--- src/rtl/csi_frame_monitor.sv ---
`default_nettype none
// +----------------------------------------------------------------------------+
// | Module   : csi_frame_monitor                                               |
// | Purpose  : Passive CSI stream geometry monitor: words/line, lines/frame,   |
// |            frame count, saturating error counters and a lock indication.   |
// |            Optional FPS measurement is built when CSI_MON_FPS_EN is set.   |
// | Revision : 1.0                                                              |
// +----------------------------------------------------------------------------+
module csi_frame_monitor #(
    parameter int LINE_LENGTH     = 640,
    parameter int LINES_PER_FRAME = 480,
    parameter int CNT_W           = 16,
    parameter int CLK_HZ          = 100_000_000
) (
    input  logic             clk,
    input  logic             reset_n,
    input  logic             csi_word_valid,
    input  logic             csi_in_line,
    input  logic             csi_in_frame,
    input  logic             clear,
    output logic [CNT_W-1:0] line_len,
    output logic [CNT_W-1:0] line_cnt,
    output logic [CNT_W-1:0] frame_cnt,
    output logic [7:0]       err_line,
    output logic [7:0]       err_frame,
    output logic [7:0]       err_orphan,
    output logic             stat_valid,
    output logic             locked,
    output logic [7:0]       fps,
    output logic             fps_valid
);

    typedef enum logic [1:0] {
        S_IDLE   = 2'd0,
        S_ORPHAN = 2'd1,
        S_FRAME  = 2'd2,
        S_LINE   = 2'd3
    } state_t;

    localparam logic [CNT_W-1:0] c_line_length     = CNT_W'(LINE_LENGTH);
    localparam logic [CNT_W-1:0] c_lines_per_frame = CNT_W'(LINES_PER_FRAME);
    localparam logic [CNT_W-1:0] c_cnt_max         = {CNT_W{1'b1}};
    localparam logic [7:0]       c_err_max         = 8'hFF;

    state_t           r_state;
    state_t           w_state_nxt;
    logic             r_line_d;
    logic             r_frame_d;
    logic             r_armed;
    logic [CNT_W-1:0] r_word_cnt;
    logic [CNT_W-1:0] r_line_num;
    logic             r_frame_bad;
    logic             r_good_once;

    logic w_line_rise;
    logic w_line_fall;
    logic w_frame_rise;
    logic w_frame_fall;
    logic w_frame_start;
    logic w_line_start;
    logic w_word_inc;
    logic w_line_close;
    logic w_line_trunc;
    logic w_frame_close;
    logic w_orphan;
    logic w_line_err;
    logic w_frame_err;
    logic w_any_err;

    assign w_line_rise  =  csi_in_line  & ~r_line_d;
    assign w_line_fall  = ~csi_in_line  &  r_line_d;
    assign w_frame_rise =  csi_in_frame & ~r_frame_d;
    assign w_frame_fall = ~csi_in_frame &  r_frame_d;

    assign w_line_err  = (w_line_close && (r_word_cnt != c_line_length)) || w_line_trunc;
    assign w_frame_err = w_frame_close &&
                         ((r_line_num != c_lines_per_frame) || r_frame_bad || w_line_err);
    assign w_any_err   = w_line_err | w_frame_err | w_orphan;

    always_comb begin
        w_state_nxt   = r_state;
        w_frame_start = 1'b0;
        w_line_start  = 1'b0;
        w_word_inc    = 1'b0;
        w_line_close  = 1'b0;
        w_line_trunc  = 1'b0;
        w_frame_close = 1'b0;
        w_orphan      = 1'b0;
        case (r_state)
            S_IDLE: begin
                // Until a frame-low sample is seen after reset, a frame that was
                // already running is not ours to measure.
                if (r_armed) begin
                    if (w_frame_rise) begin
                        w_frame_start = 1'b1;
                        w_state_nxt   = S_FRAME;
                        if (w_line_rise) begin
                            w_line_start = 1'b1;
                            w_state_nxt  = S_LINE;
                        end
                    end else if (w_line_rise) begin
                        w_orphan    = 1'b1;
                        w_state_nxt = S_ORPHAN;
                    end
                end
            end
            S_ORPHAN: begin
                if (w_line_fall) begin
                    w_state_nxt = S_IDLE;
                end
            end
            S_FRAME: begin
                if (w_frame_fall) begin
                    w_frame_close = 1'b1;
                    w_state_nxt   = S_IDLE;
                end else if (w_line_rise) begin
                    w_line_start = 1'b1;
                    w_state_nxt  = S_LINE;
                end
            end
            S_LINE: begin
                if (w_line_fall) begin
                    w_line_close = 1'b1;
                    w_state_nxt  = S_FRAME;
                    if (w_frame_fall) begin
                        w_frame_close = 1'b1;
                        w_state_nxt   = S_IDLE;
                    end
                end else if (w_frame_fall) begin
                    w_line_trunc  = 1'b1;
                    w_frame_close = 1'b1;
                    w_state_nxt   = S_IDLE;
                end else if (csi_in_line && csi_word_valid) begin
                    w_word_inc = 1'b1;
                end
            end
            default: w_state_nxt = S_IDLE;
        endcase
    end

    // Tracking state of the stream; untouched by clear except the frame-error memory.
    always_ff @(posedge clk or negedge reset_n) begin
        if (!reset_n) begin
            r_state     <= S_IDLE;
            r_line_d    <= 1'b0;
            r_frame_d   <= 1'b0;
            r_armed     <= 1'b0;
            r_word_cnt  <= '0;
            r_line_num  <= '0;
            r_frame_bad <= 1'b0;
        end else begin
            r_state   <= w_state_nxt;
            r_line_d  <= csi_in_line;
            r_frame_d <= csi_in_frame;
            r_armed   <= r_armed | ~csi_in_frame;

            if (w_line_start) begin
                r_word_cnt <= CNT_W'(csi_word_valid);
            end else if (w_word_inc && (r_word_cnt != c_cnt_max)) begin
                r_word_cnt <= r_word_cnt + CNT_W'(1);
            end

            if (w_frame_start) begin
                r_line_num <= CNT_W'(w_line_start);
            end else if (w_line_start && (r_line_num != c_cnt_max)) begin
                r_line_num <= r_line_num + CNT_W'(1);
            end

            if (clear || w_frame_start) begin
                r_frame_bad <= 1'b0;
            end else if (w_line_err) begin
                r_frame_bad <= 1'b1;
            end
        end
    end

    always_ff @(posedge clk or negedge reset_n) begin
        if (!reset_n) begin
            line_len    <= '0;
            line_cnt    <= '0;
            frame_cnt   <= '0;
            err_line    <= '0;
            err_frame   <= '0;
            err_orphan  <= '0;
            stat_valid  <= 1'b0;
            locked      <= 1'b0;
            r_good_once <= 1'b0;
        end else if (clear) begin
            line_len    <= '0;
            line_cnt    <= '0;
            frame_cnt   <= '0;
            err_line    <= '0;
            err_frame   <= '0;
            err_orphan  <= '0;
            stat_valid  <= 1'b0;
            locked      <= 1'b0;
            r_good_once <= 1'b0;
        end else begin
            stat_valid <= w_frame_close;

            if (w_line_close) begin
                line_len <= r_word_cnt;
            end
            if (w_line_err && (err_line != c_err_max)) begin
                err_line <= err_line + 8'd1;
            end
            if (w_frame_err && (err_frame != c_err_max)) begin
                err_frame <= err_frame + 8'd1;
            end
            if (w_orphan && (err_orphan != c_err_max)) begin
                err_orphan <= err_orphan + 8'd1;
            end

            if (w_frame_close) begin
                line_cnt  <= r_line_num;
                frame_cnt <= frame_cnt + CNT_W'(1);
            end

            // Lock needs two clean frame closes in a row; any error restarts the history.
            if (w_any_err) begin
                r_good_once <= 1'b0;
                locked      <= 1'b0;
            end else if (w_frame_close) begin
                r_good_once <= 1'b1;
                if (r_good_once) begin
                    locked <= 1'b1;
                end
            end
        end
    end

`ifdef CSI_MON_FPS_EN
    localparam int               c_tb_w    = (CLK_HZ > 1) ? $clog2(CLK_HZ) : 1;
    localparam logic [c_tb_w-1:0] c_tb_last = c_tb_w'(CLK_HZ - 1);

    logic [c_tb_w-1:0] r_timebase;
    logic [7:0]        r_fps_acc;

    always_ff @(posedge clk or negedge reset_n) begin
        if (!reset_n) begin
            r_timebase <= '0;
            r_fps_acc  <= '0;
            fps        <= '0;
            fps_valid  <= 1'b0;
        end else if (clear) begin
            r_timebase <= '0;
            r_fps_acc  <= '0;
            fps        <= '0;
            fps_valid  <= 1'b0;
        end else if (r_timebase == c_tb_last) begin
            // A close landing on the wrap belongs to the interval just starting.
            r_timebase <= '0;
            fps        <= r_fps_acc;
            fps_valid  <= 1'b1;
            r_fps_acc  <= {7'd0, w_frame_close};
        end else begin
            r_timebase <= r_timebase + c_tb_w'(1);
            fps_valid  <= 1'b0;
            if (w_frame_close && (r_fps_acc != c_err_max)) begin
                r_fps_acc <= r_fps_acc + 8'd1;
            end
        end
    end
`else
    logic w_unused_clk_hz;
    assign w_unused_clk_hz = (CLK_HZ > 0);
    assign fps             = '0;
    assign fps_valid       = 1'b0;
`endif

endmodule
`default_nettype wire

--- config.mk ---
export PLATFORM = sky130hd
export DESIGN_NAME = csi_frame_monitor
export DESIGN_NICKNAME = d
export VERILOG_FILES = /design/src/rtl/csi_frame_monitor.sv
export SDC_FILE = /design/constraint.sdc
export NUM_CORES = 1
export LEC_CHECK = 0
export CAP_MARGIN = 20
export CELL_PAD_IN_SITES_DETAIL_PLACEMENT = 1
export CELL_PAD_IN_SITES_GLOBAL_PLACEMENT = 1
export CORE_MARGIN = 5
export CORE_UTILIZATION = 40
export DETAILED_ROUTE_END_ITERATION = 10
export PLACE_DENSITY_LB_ADDON = 0.2
export SLEW_MARGIN = 20
export SYNTH_ARGS = -nofsm -noshare
export SYNTH_HDL_FRONTEND = slang
export SYNTH_SLANG_ARGS = --single-unit
--- constraint.sdc ---
create_clock -name clk -period 4.53 [get_ports clk]
set_clock_uncertainty 0.1 [all_clocks]
set_input_delay 0.453 -clock clk [delete_from_list [all_inputs] [get_ports clk]]
set_output_delay 0.453 -clock clk [all_outputs]
set_load 0.02 [all_outputs]
==> flow_metrics.py, run 1 <==
metrics = {
    "status": {
        "status": "complete, no violations",
    },
    "place": {
        "gp_congestion": 0.804,
        "dpl_cell_area_mm2": 0.00655,
        "dp_hpwl_um": 10900,
        "port_buffers": 79,
        "dpl.cell_count": 842,
    },
    "setup_path": {
        "endpoint_kind": "flop",
        "start_kind": "input port",
        "ff2ff_path_depth": 7,
        "required_ps": 4690,
        "worstPathArrival_ps": 2670,
        "path_class": "input port to flop",
        "crit_fanout": 21,
    },
    "die": {
        "die_w_um": 129,
        "core_area_mm2": 0.0139,
        "die_height_um": 129,
        "die-area_mm2": 0.0167,
        "num_io_pins": 89,
        "start_util": 0.409,
        "rows": 43,
    },
    "yosys": {
        "yosysMostFrequentCell": "dfrtp_1",
        "ys_seq_area_frac": 0.497,
        "netlist-cell-type-count": 58,
        "synth_top_cell_by_area": "dfrtp_1",
        "syn_avg_cell_area_um2": 9.29,
        "synthCells": 613,
        "synthArstFlopShare": 1.00,
        "netlist.area_leader.share": 0.497,
        "synth-seq-cells": 113,
        "ys.flop_type": "dfrtp_1",
        "synth_enable_flop_cells": 0,
        "yosysWarnings": 0,
        "synth.top_cells.by_count": "113 x dfrtp_1, 100 x nand2_1, 55 x a21oi_1",
        "synth_area_leaders": "dfrtp_1 50%, nand2_1 6.6%, a21oi_1 4.8%, nor2_1 3.6%, xnor2_1 3.4%",
        "synth_area_mm2": 0.00569,
    },
    "clocking": {
        "postCtsSetupRepairBufs": 0,
        "clk_pin_slew_ps": 50,
        "root_buffer": "clkbuf_16",
        "cts_tree": "yes",
        "clk_path_buf_depth": 2,
        "cts-htree-levels": 4,
        "numCtsBuffers": 17,
        "clkLatencyLatePin_ps": 420,
        "cts.sinks": 113,
    },
    "finish": {
        "num_antenna_cells": 0,
        "fin_nets": 696,
        "final_cells": 874,
        "area_delta_synth_final_pct": 24.3,
        "drive_above_1_share": 0.0648,
        "fill_cells": 1586,
        "design_area_mm2": 0.00708,
    },
    "global_routing": {
        "grt_overflow": 0,
        "grt_antenna_before_repair": 0,
        "grt_max_degree": 55,
        "grt_pass1_vias": 5102,
        "grt_usage": 0.197,
        "grt_pass1_wl_um": 26000,
    },
    "route": {
        "via_count": 4785,
        "drt_wl_total_um": 15600,
        "routedWlPerCell_um": 17.9,
        "dr.pass1.iters": 4,
        "ant_nets": 0,
        "drcViolationCount": 0,
        "via_per_inst": 5.47,
        "drt-initial-drc-count": 248,
    },
    "timing": {
        "slew-limit-headroom": 0.329,
        "finalSetupViolations": 0,
        "rsz0062_at_grt": "no",
        "final_hold_viol_count": 0,
        "worst_pin_slew_ps": 1010,
        "tns_ps": 0,
        "fin_crit_ps": 2520,
        "fmax_mhz": 397,
        "maxSlewViolCount": 0,
        "period_share": 0.555,
    },
    "power": {
        "p_total_mw": 2.47,
        "ir_drop_v": 0.000231,
        "leakage_nw": 2.89,
        "power_density_mw_per_mm2": 349,
    },
    "worst_hold_path": {
        "hp-class": "input port to async pin",
    },
    "flow_run": {
        "drv_cap": 0,
    },
}
[critical path, cell delays in order]
cell and delay, ps:
clkdlybuf4s50_1 550, nand3b_1 750, nor3_1 540, nand3_1 170, xor2_1 170, nor2_1 50
[state kept, by name, summed over array words and instances, names as in the netlist]
name         cells
err_frame        8
err_line         8
err_orphan       8
frame_cnt       16
line_cnt        16
line_len        16
locked           1
r_armed          1
r_frame_bad      1
r_frame_d        1
r_good_once      1
r_line_d         1
r_line_num      16
r_state          2
r_word_cnt      16
stat_valid       1
[routing by layer]
metal / routed length (um) / GRT usage / share of wire
met3: 623 / 0.0437 / 0.040
met1: 7050 / 0.253 / 0.45
met5: 0 / 0 / 0
met2: 7770 / 0.329 / 0.50
met4: 200 / 0.0698 / 0.013
[where the power goes]
group / switching, mW / total (mW) / internal, mW
clock network: 0.436 / 1.17 / 0.731
registers: 0.0559 / 1.10 / 1.04
logic: 0.134 / 0.203 / 0.0694
[per-stage QoR]
stage	worst slack (ps)	utilization	hold slack, ps
final	2010	0.508	389
after detailed placement	1610	0.470	296
after floorplan	2480	-	57.4
after CTS	1990	0.508	394
after global placement	1710	0.470	288
after global routing	1750	0.508	414
[final timing paths]
| kind | startpoint | end | slack, ps |
|---|---|---|---|
| worst max-delay path | csi_in_frame | frame_cnt[13] | 2010 |
| worst min-delay path | reset_n | err_orphan[3] | 390 |
| worst max register to register | r_line_num[0] | err_frame[0] | 2190 |
| worst min register to register | r_good_once | r_good_once | 400 |
| max in group asynchronous | reset_n | frame_cnt[12] | 3050 |
| min in group clk | r_good_once | r_good_once | 400 |
[layout by cell type, fill, tap and decap left out, types with 4 or more instances in the layout]
cell and count:
nor2b_1 5, nand2_1 100, clkinv_2 5, clkdlybuf4s50_1 77, o31ai_1 12, or3_1 7, nand2b_1 4, nand3_1 34
ha_1 8, nor2_1 54, clkbuf_16 17, mux2i_1 5, xnor2_1 22, inv_1 9, nand4_1 15, clkbuf_1 5
o21ai_0 8, nor3_1 12, buf_4 6, dfrtp_1 113, conb_1 9, and4_1 7, a21oi_1 55, or4_1 10
nor4_1 17, xor2_1 16, and3_1 11
[cell families after synthesis]
kind of cell               Yosys count  synth area share
muxes                                8            0.0147
xor gates and xnor gates            38            0.0584
DFF                                113             0.497
adders and majority gates            8            0.0176
other                                1          0.000659
buffers and inverters               52            0.0448
AOI/OAI and AO/OA                   96             0.107
and+or+nand+nor                    297             0.261
[area by class of cell]
class | instances | area [um2] | area share
Clock buffer | 25 | 485 | 0.0686
Clock inverter | 6 | 32.5 | 0.00460
Inverter | 9 | 33.8 | 0.00477
Multi-Input combinational cell | 456 | 2640 | 0.373
Sequential cell | 113 | 2830 | 0.400
Tap cell | 180 | 225 | 0.0318
Timing Repair Buffer | 85 | 831 | 0.117
[what timing repair did]
action	in CTS	in global routing
endpoints found under the hold margin	25	0
hold buffers	1	0
resized for setup	0	0
(Power assumes the default switching activity.)
==> inputs of run 2 (changes only) <==
Clock period 4.53 ns to 2.5 ns, I/O delays scaled along.
==> flow_metrics.py, run 2 (synthesis gave the netlist of run 1 again) <==
metrics = {
    "status": {
        "status": "complete, no violations",
    },
    "setup_path": {
        "crit_path_top_delay_cell": "or4_1",
        "required_ps": 2740,
        "endpoint_kind": "flop",
        "start_kind": "flop",
        "crit_chain": "inv_1 -> ha_1 -> nor4bb_1 -> and4_1 -> o211a_2 -> or4_1 -> a21oi_1",
        "path_class": "flop to flop",
        "crit_fanout": 11,
        "cp_slowest_stage_delay_ps": 520,
        "worstPathArrival_ps": 2590,
    },
    "clocking": {
        "postCtsSetupRepairBufs": 0,
        "cts_tree": "yes",
        "cts.sinks": 113,
        "numCtsBuffers": 17,
        "clk_pin_slew_ps": 50,
        "root_buffer": "clkbuf_16",
        "clkLatencyLatePin_ps": 420,
        "cts-htree-levels": 4,
        "clk_path_buf_depth": 2,
    },
    "global_routing": {
        "use_met1": 0.273,
        "use_met3": 0.0453,
        "grt.busiest_layer": "met2",
        "grt_antenna_before_repair": 0,
        "grt_pass1_wl_um": 26800,
        "grt_util_met2": 0.323,
        "grt_max_degree": 41,
        "grt_overflow": 0,
        "grt_usage": 0.202,
        "grt_pass1_vias": 5187,
    },
    "die": {
        "die_height_um": 129,
        "num_io_pins": 89,
        "die_w_um": 129,
        "core_area_mm2": 0.0139,
        "rows": 43,
        "start_util": 0.409,
        "die-area_mm2": 0.0167,
    },
    "finish": {
        "final_cell_mix": "113 x dfrtp_1, 100 x nand2_1, 77 x clkdlybuf4s50_1, 55 x a21oi_1, 54 x nor2_1",
        "area_delta_synth_final_pct": 27.8,
        "num_antenna_cells": 0,
        "final_common_cell": "dfrtp_1",
        "drive_above_1_share": 0.0917,
        "design_area_mm2": 0.00728,
        "fin_nets": 713,
    },
    "timing": {
        "final_hold_viol_count": 0,
        "slew-limit-headroom": 0.549,
        "fin_crit_ps": 2350,
        "whs_ps": 258,
        "worst_pin_slew_ps": 676,
        "finalSetupViolations": 0,
        "fmax_mhz": 426,
        "period_share": 0.940,
        "rsz0062_at_grt": "no",
        "maxSlewViolCount": 0,
        "tns_ps": 0,
    },
    "power": {
        "swShare": 0.245,
        "power_density_mw_per_mm2": 660,
        "seq_power_share": 0.408,
        "leakage_nw": 3.01,
        "p_int_mw": 3.63,
        "p_switching_mw": 1.18,
        "p_clk_frac": 0.499,
        "p_comb_frac": 0.093,
        "ir_drop_v": 0.000427,
    },
    "worst_hold_path": {
        "hp-class": "input port to async pin",
    },
    "route": {
        "drcViolationCount": 0,
        "drt_wl_total_um": 15800,
        "dr.pass1.iters": 4,
        "routedWlPerCell_um": 17.7,
        "ant_nets": 0,
        "via_per_inst": 5.46,
        "drt-initial-drc-count": 248,
        "via_count": 4855,
    },
    "place": {
        "dpl_cell_area_mm2": 0.00669,
        "gp_congestion": 0.802,
        "dp_hpwl_um": 11300,
        "port_buffers": 79,
    },
    "flow_run": {
        "drv_cap": 0,
    },
}
-- run 2: what timing repair did --
item | CTS | global route
endpoints found under the setup margin | 0 | 2
hold endpoints to repair | 37 | 0
resized for setup | 0 | 1
hold buffers | 1 | 0
-- run 2: worst max-delay path: cells and delay by family (launching register included) --
family	cells	cell delay, ps
AND/OR/NAND/NOR	3	880
AO/OA/AOI/OAI	2	500
flip-flops	1	440
adder cells (fa/ha/maj)	1	230
buffers and inverters	1	110
-- run 2: power by group through the flow --
stage | Sequential [mW] | Combinational (mW) | Clock (mW)
floorplan | 1.99 | 0.248 | 0
detailed placement | 1.99 | 0.451 | 0
finish | 1.96 | 0.447 | 2.40
global placement | 1.98 | 0.422 | 0
global route | 1.97 | 0.504 | 2.53
CTS | 1.96 | 0.455 | 2.43
-- run 2: final cells by class --
cell class | instances | area (um2)
well taps | 180 | 225
clock buffers | 23 | 498
fillers | 1557 | 6660
clock inverters | 6 | 80.1
flip-flops and latches | 113 | 2830
multi-input cells | 456 | 2640
inverters | 9 | 33.8
repair buffers | 102 | 971
-- run 2: final timing paths --
| path | startpoint | end | slack, ps | depth (start not counted) |
|---|---|---|---|---|
| worst min-delay path | reset_n | err_frame[4] | 260 | 2 |
| worst max-delay path | r_word_cnt[0] | err_frame[6] | 150 | 7 |
| worst min register to register | r_good_once | r_good_once | 390 | 1 |
| min in group clk | clear | err_orphan[2] | 270 | 2 |
| worst max register to register | r_word_cnt[0] | err_frame[6] | 150 | 7 |
| max in group asynchronous | reset_n | frame_cnt[2] | 1310 | 3 |
-- run 2: through the flow --
stage,setup slack (ps),utilization,cells,power [mW]
after floorplan,453,-,621,2.24
after detailed placement,41.3,0.480,859,2.44
after global placement,145,0.480,859,2.41
after global routing,46.4,0.522,889,5.00
final,150,0.522,889,4.80
after CTS,108,0.522,889,4.85
-- run 2: routing by layer --
layer,part of all wire,vias to the layer above
met2,0.49,97
met3,0.045,22
met5,0,-
met1,0.45,2438
li1,-,2298
met4,0.015,0
==> inputs of run 3 (changes only) <==
Settings changed: SLEW_MARGIN 20 to unset.
==> results of run 3 <==
Same layout as run 2: the final DEF is identical, and so are final timing and power.
